File: src/rtl/mux_scan_serializer.sv
// mux_scan_serializer: parallel-to-serial front end for a 16:1 mux tree.
// A 16-bit word is held on mux_in while mux_sel walks all 16 positions; the
// mux output is forwarded unregistered as a serial bitstream with
// valid/ready/last. A one-word skid buffer allows back-to-back words.
module mux_scan_serializer #(
  parameter bit MSB_FIRST = 1'b0
) (
  input  logic        clk,
  input  logic        rst_n,
  input  logic        load_valid,
  output logic        load_ready,
  input  logic [15:0] load_data,
  output logic [15:0] mux_in,
  output logic [3:0]  mux_sel,
  input  logic        mux_out,
  output logic        ser_valid,
  input  logic        ser_ready,
  output logic        ser_data,
  output logic        ser_last,
  output logic        busy
);

  typedef enum logic {
    IDLE  = 1'b0,
    SHIFT = 1'b1
  } state_e;

  state_e      state_q, state_d;
  logic [15:0] act_q, act_d;
  logic [3:0]  cnt_q, cnt_d;
  logic [15:0] pend_q, pend_d;
  logic        pend_v_q, pend_v_d;

  logic load_acc;
  logic bit_xfer;
  logic last_bit;

  assign load_ready = !pend_v_q;
  assign load_acc   = load_valid && load_ready;
  assign ser_valid  = (state_q == SHIFT);
  assign bit_xfer   = ser_valid && ser_ready;
  assign last_bit   = (cnt_q == 4'd15);

  // The only combinational path through the block: mux_out -> ser_data.
  assign ser_data = mux_out;
  assign ser_last = ser_valid && last_bit;
  assign mux_in   = act_q;
  assign mux_sel  = MSB_FIRST ? ~cnt_q : cnt_q;
  assign busy     = (state_q == SHIFT) || pend_v_q;

  // Next-state: load/skid handling and bit-index stepping.
  always_comb begin
    state_d  = state_q;
    act_d    = act_q;
    cnt_d    = cnt_q;
    pend_d   = pend_q;
    pend_v_d = pend_v_q;

    unique case (state_q)
      IDLE: begin
        if (load_acc) begin
          act_d   = load_data;
          cnt_d   = '0;
          state_d = SHIFT;
        end
      end

      SHIFT: begin
        if (bit_xfer && last_bit) begin
          // Last bit leaves this cycle: refill act from the skid first, else
          // take a word arriving right now, else fall back to IDLE. A load
          // cannot coincide with pend_v=1 because load_ready is low then.
          if (pend_v_q) begin
            act_d    = pend_q;
            pend_v_d = 1'b0;
            cnt_d    = '0;
          end else if (load_acc) begin
            act_d = load_data;
            cnt_d = '0;
          end else begin
            state_d = IDLE;
            cnt_d   = '0;
          end
        end else begin
          if (bit_xfer) begin
            cnt_d = cnt_q + 4'd1;
          end
          if (load_acc) begin
            pend_d   = load_data;
            pend_v_d = 1'b1;
          end
        end
      end

      default: begin
        state_d = IDLE;
      end
    endcase
  end

  // State and datapath registers with asynchronous active-low reset.
  always_ff @(posedge clk or negedge rst_n) begin
    if (!rst_n) begin
      state_q  <= IDLE;
      act_q    <= '0;
      cnt_q    <= '0;
      pend_q   <= '0;
      pend_v_q <= 1'b0;
    end else begin
      state_q  <= state_d;
      act_q    <= act_d;
      cnt_q    <= cnt_d;
      pend_q   <= pend_d;
      pend_v_q <= pend_v_d;
    end
  end

endmodule

File: config.mk
export PLATFORM = sky130hd
export DESIGN_NAME = mux_scan_serializer
export DESIGN_NICKNAME = d
export VERILOG_FILES = /design/src/rtl/mux_scan_serializer.sv
export SDC_FILE = /design/constraint.sdc
export NUM_CORES = 1
export LEC_CHECK = 0
export BUFFER_PORTS_ARGS = -buffer_cell sky130_fd_sc_hd__buf_2
export CAP_MARGIN = 30
export CORE_MARGIN = 8
export CORE_UTILIZATION = 45
export DETAILED_ROUTE_END_ITERATION = 8
export PLACE_DENSITY = 0.71
export SLEW_MARGIN = 10
export SYNTH_ARGS = -nofsm -noshare
export SYNTH_HDL_FRONTEND = slang
export SYNTH_SLANG_ARGS = --single-unit
File: constraint.sdc
create_clock -name clk -period 3.31 [get_ports clk]
set_clock_uncertainty 0.2 [all_clocks]
set_input_delay 0.662 -clock clk [delete_from_list [all_inputs] [get_ports clk]]
set_output_delay 0.662 -clock clk [all_outputs]
set_load 0.01 [all_outputs]
==> flow_summary.toml, run 1 <==
[outcome]
outcome = "complete, no violations"

[timing]
rsz0062_at_grt = "no"
hold_viol_final = 0
drv_slew = 0
worst_pin_slew_ns = 0.841
max_freq_mhz = 430
hold_ws_ns = 0.266
fin_tns_setup_ns = 0
period_share_pct = 70.2
setup_viol = 0
relSlewSlack_pct = 43.9
min_period_ns = 2.32

[setup_path]
cp.required_ns = 2.45
reg2reg_slack_ns = 1.00
path_max_fanout = 6
path_buf_inv = 1
crit_arrival_ns = 1.46
cp_slowest_cell = "dfrtp_1"
cp_top_family = "flip-flops"
r2r_cells = 3
worstSetupPathDepth = 4
cp-start-kind = "register"
critPathKind = "register to output port"
critPathCaptureType = "output port"
max_stage_delay_ns = 0.43
crit_chain = "ha_1 > and3_1 > and2_1 > buf_2"

[power_and_ir_drop]
p_seq_share_pct = 45.9
pwr-share-comb_pct = 37.6
p_switching_uw = 626
pwr-share-clk_pct = 16.4
power.density_nw_per_um2 = 924
swShare_pct = 33.9
leakage_nw = 0.948
vdd_drop_max_uv = 421
p_int_mw = 1.22
total_power_mw = 1.85

[yosys]
synth_edf_count = 0
synthAdderAreaFrac_pct = 0.735
syn-cell-area_um2 = 1700
synth.area.top_cells = "dfrtp_1 (56%), mux2_4 (8.8%), a2bb2oi_1 (7.7%)"
yosys.area.top_type = "dfrtp_1"
synth_cell_types = 31
netlist.area_leader.share_pct = 55.8
ys_ff_latch = 38
synth_fp_nets = 150
synth_compound_gate_area_share_pct = 18.2
synth_top_family_by_area = "compound AO/OA/AOI/OAI gates"
synthCells = 128
ys_warn_count = 0
ys_seq_area_share_pct = 55.8
synthSimpleGateAreaFrac_pct = 6.47
synthArstFlopShare_pct = 100
synthFlopType = "dfrtp_1"
syn_avg_cell_area_um2 = 13.3
synth_mux_area_share_pct = 14.0
yosys.area_share.xor_xnor_pct = 0.514

[layout]
utilization_pct = 54.6
register_area_um2 = 951
multi_input_area_um2 = 679
syn2layout_area_growth_pct = 17.4
antenna_cells = 0
drive_above_1_share_pct = 43.2
finalNetCount = 191
nFillCells = 308

[floorplanning]
die_x_um = 77.5
rows = 22
ioPinCount = 46
die_h_um = 77.5
initial_utilization_pct = 46.5
die_area_um2 = 6010
core-area_um2 = 3660

[cts]
cts_made_buffers = 5
cts_resized = 0
clk_pin_slew_ns = 0.08
clock_latency_ns = 0.29
numClockSinks = 38
post-cts-setup-buffer-count = 0
htree_levels = 2
ctsHoldBuffers = 0
cts_buffer_depth = 2
cts_tree = "done"
root_buffer = "clkbuf_8"

[global_route]
grt_usage_pct = 13.6
antenna_found_initial = 0
grt_pass1_wl_mm = 6.62
first_global_vias = 1368
gr-total-overflow = 0
grt_max_degree = 39

[detailed_routing]
totalWireLength_mm = 3.86
drcViolationCount = 0
drt_pass1_iterations = 4
ant_nets = 0
post_drt_wl_per_cell_um = 17.8
via_per_inst = 5.53
vias = 1200
drt_iter0_drc = 126

[job]
cap_violations = 0

[placement]
place_hpwl_mm = 2.67
gp_congestion = 0.738
numPortBuffers = 43

[min_path]
holdCritPathClass = "input pin to async pin"
Yosys cell counts (all sizes together) (2+ instances only):
| cell type | n |
|---|---|
| mux2 | 16 |
| a21oi | 2 |
| o22ai | 16 |
| a2bb2oi | 15 |
| buf | 6 |
| mux2i | 2 |
| o21ai | 3 |
| dfrtp | 38 |
| clkbuf | 4 |
| inv | 2 |
| and3 | 2 |
| nand3 | 3 |
| nand2 | 5 |
worst reg2reg max path, cell delays in order, from the launching register on:
cell and delay (ns):
dfrtp_1 0.51, nand2_1 0.46, a22oi_2 0.80, o2bb2a_1 0.27
routing by layer:
metal	share of wire, %	vias to the layer above	global-route usage, %
li1	-	567	-
met1	50	596	17.6
met2	43	29	19.8
met3	5.1	8	5.18
met4	1.5	0	6.23
met5	0	-	0
cells in the final DEF, fill, tap and decap left out, types with 2 or more instances in the layout:
master	synthesis	layout
dfrtp_1	38	38
mux2_2	6	6
a2bb2oi_1	15	15
clkbuf_8	0	5
o21ai_0	3	3
and3_1	2	2
clkinv_2	0	2
mux2_4	10	10
a21oi_1	2	2
buf_2	1	43
mux2i_1	2	2
o22ai_1	16	16
nand2_1	5	5
nand3_1	3	3
worst paths after layout:
check,startpoint,end
min in group clk,pend_q[6],pend_q[6]
worst max register to register,ser_valid,mux_in[6]
max in group asynchronous,rst_n,mux_in[9]
worst min register to register,pend_q[6],pend_q[6]
worst max-delay path,mux_sel[0],ser_last
worst min-delay path,rst_n,mux_sel[0]
sequential cells by signal, summed over array words and instances (netlist names):
| signal | count |
|---|---|
| ser_valid | 1 |
| mux_in | 16 |
| mux_sel | 4 |
| pend_q | 16 |
| pend_v_q | 1 |
power groups by stage:
stage,clock (mW),sequential [mW],combinational [mW]
3_3_place_gp,0,0.837,0.684
3_5_place_dp,0,0.851,0.706
2_1_floorplan,0,0.884,0.418
6_report,0.303,0.848,0.695
5_1_grt,0.322,0.878,0.774
4_1_cts,0.309,0.848,0.708
cells by family after synthesis:
group,count (synthesis)
compound gates,42
flops,38
mux,18
simple gates,16
buf+inv,12
xor+xnor,1
fa+ha+maj,1
metrics by stage:
stage               worst slack, ns  instances  area [µm²]
floorplan                      1.22        128        1700
global placement              0.953        210        1920
detailed placement            0.900        210        1920
CTS                           0.978        217        2000
global route                  0.808        217        2000
finish                        0.985        217        2000
layout make-up:
class	instances	area share (%)
sequential	38	47.6
multi-input combinational	78	34.0
timing repair buffer	44	11.1
clock buffer	5	3.44
tap	48	3.00
clock inverter	2	0.501
inverter	2	0.375
Note: power is estimated with default switching activity, not from simulation.
==> run 2: changes to the inputs <==
Settings changed: ABC_AREA from default to 1, PLACE_DENSITY 0.71 to 0.72.
Clock period 3.31 ns to 2 ns, I/O delays scaled along.
==> run 2 against run 1 <==
Sequential share of layout area shrank 8.6 points; combinational power grew 100%; worst hold slack worse by 0.15 ns; setup slack got worse by 0.86 ns; area after synthesis up 19%; critical path type unchanged; largest cell class unchanged; largest power group is now combinational cells; highest routed layer unchanged.
==> flow_summary.toml, run 2 <==
[yosys]
ys_ff_latch = 38
ys_seq_area_share_pct = 46.8
syn-cell-area_um2 = 2030
netlist.area_leader.share_pct = 46.8
synth_fp_nets = 288
ys_top_cells_by_count = "nand2_1 (74), inv_1 (53), dfrtp_1 (38), nand3_1 (23), nor2_1 (19)"
synthCells = 266
synth_cell_types = 22
synth.area.top_cells = "dfrtp_1 (47%), nand2_1 (14%), inv_1 (9.8%)"
yosys.area.top_type = "dfrtp_1"
synthFlopType = "dfrtp_1"
yosysMostFrequentCell = "nand2_1"
ys_warn_count = 0
synth_edf_count = 0
syn_avg_cell_area_um2 = 7.64
synthArstFlopShare_pct = 100

[cts]
clock_latency_ns = 0.29
root_buffer = "clkbuf_8"
clk_pin_slew_ns = 0.07
cts_made_buffers = 5
post-cts-setup-buffer-count = 0
numClockSinks = 38
htree_levels = 2
cts_tree = "done"
cts_buffer_depth = 2

[detailed_routing]
via_per_inst = 4.72
post_drt_wl_per_cell_um = 12.5
ant_nets = 0
drt_pass1_iterations = 4
vias = 1718
drcViolationCount = 0
totalWireLength_mm = 4.54
drt_iter0_drc = 117

[global_route]
gr-total-overflow = 0
antenna_found_initial = 0
grt_max_degree = 39
grt_pass1_wl_mm = 8.36
grt_usage_pct = 14.2
first_global_vias = 1896

[power_and_ir_drop]
p_seq_share_pct = 37.0
pwr-share-clk_pct = 23.0
p_switching_mw = 1.29
power.density_nw_per_um2 = 1440
swShare_pct = 36.7
vdd_drop_max_uv = 698
leakage_nw = 1.43
p_int_mw = 2.22
pwr-share-comb_pct = 40.0

[placement]
numPortBuffers = 43
gp_congestion = 0.819
numPlacedInstances = 355
place_hpwl_mm = 3.13

[setup_path]
cp_top_family = "flip-flops"
crit_chain = "ha_1 > nand3_1 > nor2_1 > buf_2"
path_buf_inv = 1
cp_slowest_cell = "dfrtp_1"
cp.required_ns = 1.40
path_max_fanout = 4
max_stage_delay_ns = 0.39
critPathCaptureType = "output port"
cp-start-kind = "register"
critPathKind = "register to output port"
crit_arrival_ns = 1.28

[layout]
drive_above_1_share_pct = 24.0
final_cells = 364
syn2layout_area_growth_pct = 20.1
finalNetCount = 333
mostFrequentLayoutCells = "nand2_1 (74), inv_1 (53), buf_2 (43), dfrtp_1 (38), nand3_1 (23)"
final_common_cell = "nand2_1"
nFillCells = 413
antenna_cells = 0

[min_path]
holdCritPathClass = "input pin to register"

[timing]
drv_slew = 0
relSlewSlack_pct = 68.0
rsz0062_at_grt = "no"
setup_viol = 0
hold_viol_final = 0
max_freq_mhz = 532
fin_tns_setup_ns = 0
worst_pin_slew_ns = 0.480
period_share_pct = 94.0
min_period_ns = 1.88

[job]
cap_violations = 0

[floorplanning]
die_h_um = 83.2
initial_utilization_pct = 46.7
core-area_um2 = 4350
ioPinCount = 46
die_area_um2 = 6920
rows = 24
die_x_um = 83.2

[outcome]
outcome = "complete, no violations"
run 2: cell types whose count changed after synthesis, sizes merged, moves of 3 or more:
cell     change
o22ai       -16
a21oi       +15
inv         +52
nand3       +20
nor2        +21
clkbuf       -3
a2bb2oi     -15
mux2        -16
nand3b      +16
nand2       +71
buf          +6
run 2: per-stage QoR:
stage / utilization, % / setup WS, ns / hold slack (ns) / power, mW / cell area, µm²
2_1_floorplan: - / 0.314 / -0.0956 / 2.31 / 2030
3_3_place_gp: 52.5 / 0.184 / 0.262 / 2.69 / 2280
3_5_place_dp: 52.5 / 0.139 / 0.266 / 2.73 / 2280
4_1_cts: 56.0 / 0.108 / 0.106 / 3.56 / 2440
5_1_grt: 56.1 / 0.0170 / 0.109 / 3.85 / 2440
6_report: 56.1 / 0.120 / 0.113 / 3.51 / 2440
run 2: kinds of logic (layout without fill, tap and decap cells):
kind of cell             Yosys count  in the layout  share of synthesized area [%]
flip-flops                        38             38                           46.8
AO/OA/AOI/OAI                     22             22                           7.45
buffers and inverters             67            113                           14.0
adder cells (fa/ha/maj)            1              1                          0.615
XOR/XNOR                           1              1                          0.431
AND/OR/NAND/NOR                  137            137                           30.8
run 2: final timing paths:
| check | from | depth (start not counted) | slack (ns) | end |
|---|---|---|---|---|
| setup / recovery | mux_sel[0] | 4 | 0.12 | ser_last |
| min in group asynchronous | rst_n | 3 | 0.49 | mux_in[10] |
| hold / removal | load_data[3] | 3 | 0.11 | pend_q[3] |
| hold reg to reg | pend_q[15] | 2 | 0.29 | pend_q[15] |
| setup reg to reg | mux_sel[0] | 5 | 0.16 | mux_in[5] |
| max in group asynchronous | rst_n | 3 | 0.76 | pend_q[5] |
run 2: cell type report:
class	instances	area, µm²	share of cell area, %
inverters	54	203	8.30
multi-input cells	161	803	32.9
clock inverters	2	60.1	2.46
clock buffers	6	82.6	3.38
flip-flops and latches	38	951	38.9
repair buffers	51	278	11.4
well taps	52	65.1	2.66
run 2: routing by layer:
layer	GRT usage, %	up-vias	routed length (µm)
li1	-	890	-
met1	16.8	782	2080
met2	23.6	39	2170
met3	4.59	7	243
met4	4.47	0	39
met5	0	-	0
run 2: timing repair:
| action | in CTS | in global routing |
|---|---|---|
| hold endpoints to repair | 38 | 0 |
| gates resized for setup | 0 | 1 |
| endpoints found under the setup margin | 0 | 15 |
| hold buffers | 1 | 0 |
run 2: power groups by stage:
| stage | sequential [mW] | combinational [mW] | clock [mW] |
|---|---|---|---|
| 4_1_cts | 1.30 | 1.43 | 0.826 |
| 6_report | 1.30 | 1.40 | 0.808 |
| 5_1_grt | 1.34 | 1.65 | 0.862 |
| 3_3_place_gp | 1.30 | 1.39 | 0 |
| 3_5_place_dp | 1.31 | 1.41 | 0 |
| 2_1_floorplan | 1.37 | 0.934 | 0 |
run 2: worst min-delay path: stages:
cell and delay (ns):
buf_2 0.08, nand2_1 0.04, nand2_1 0.04
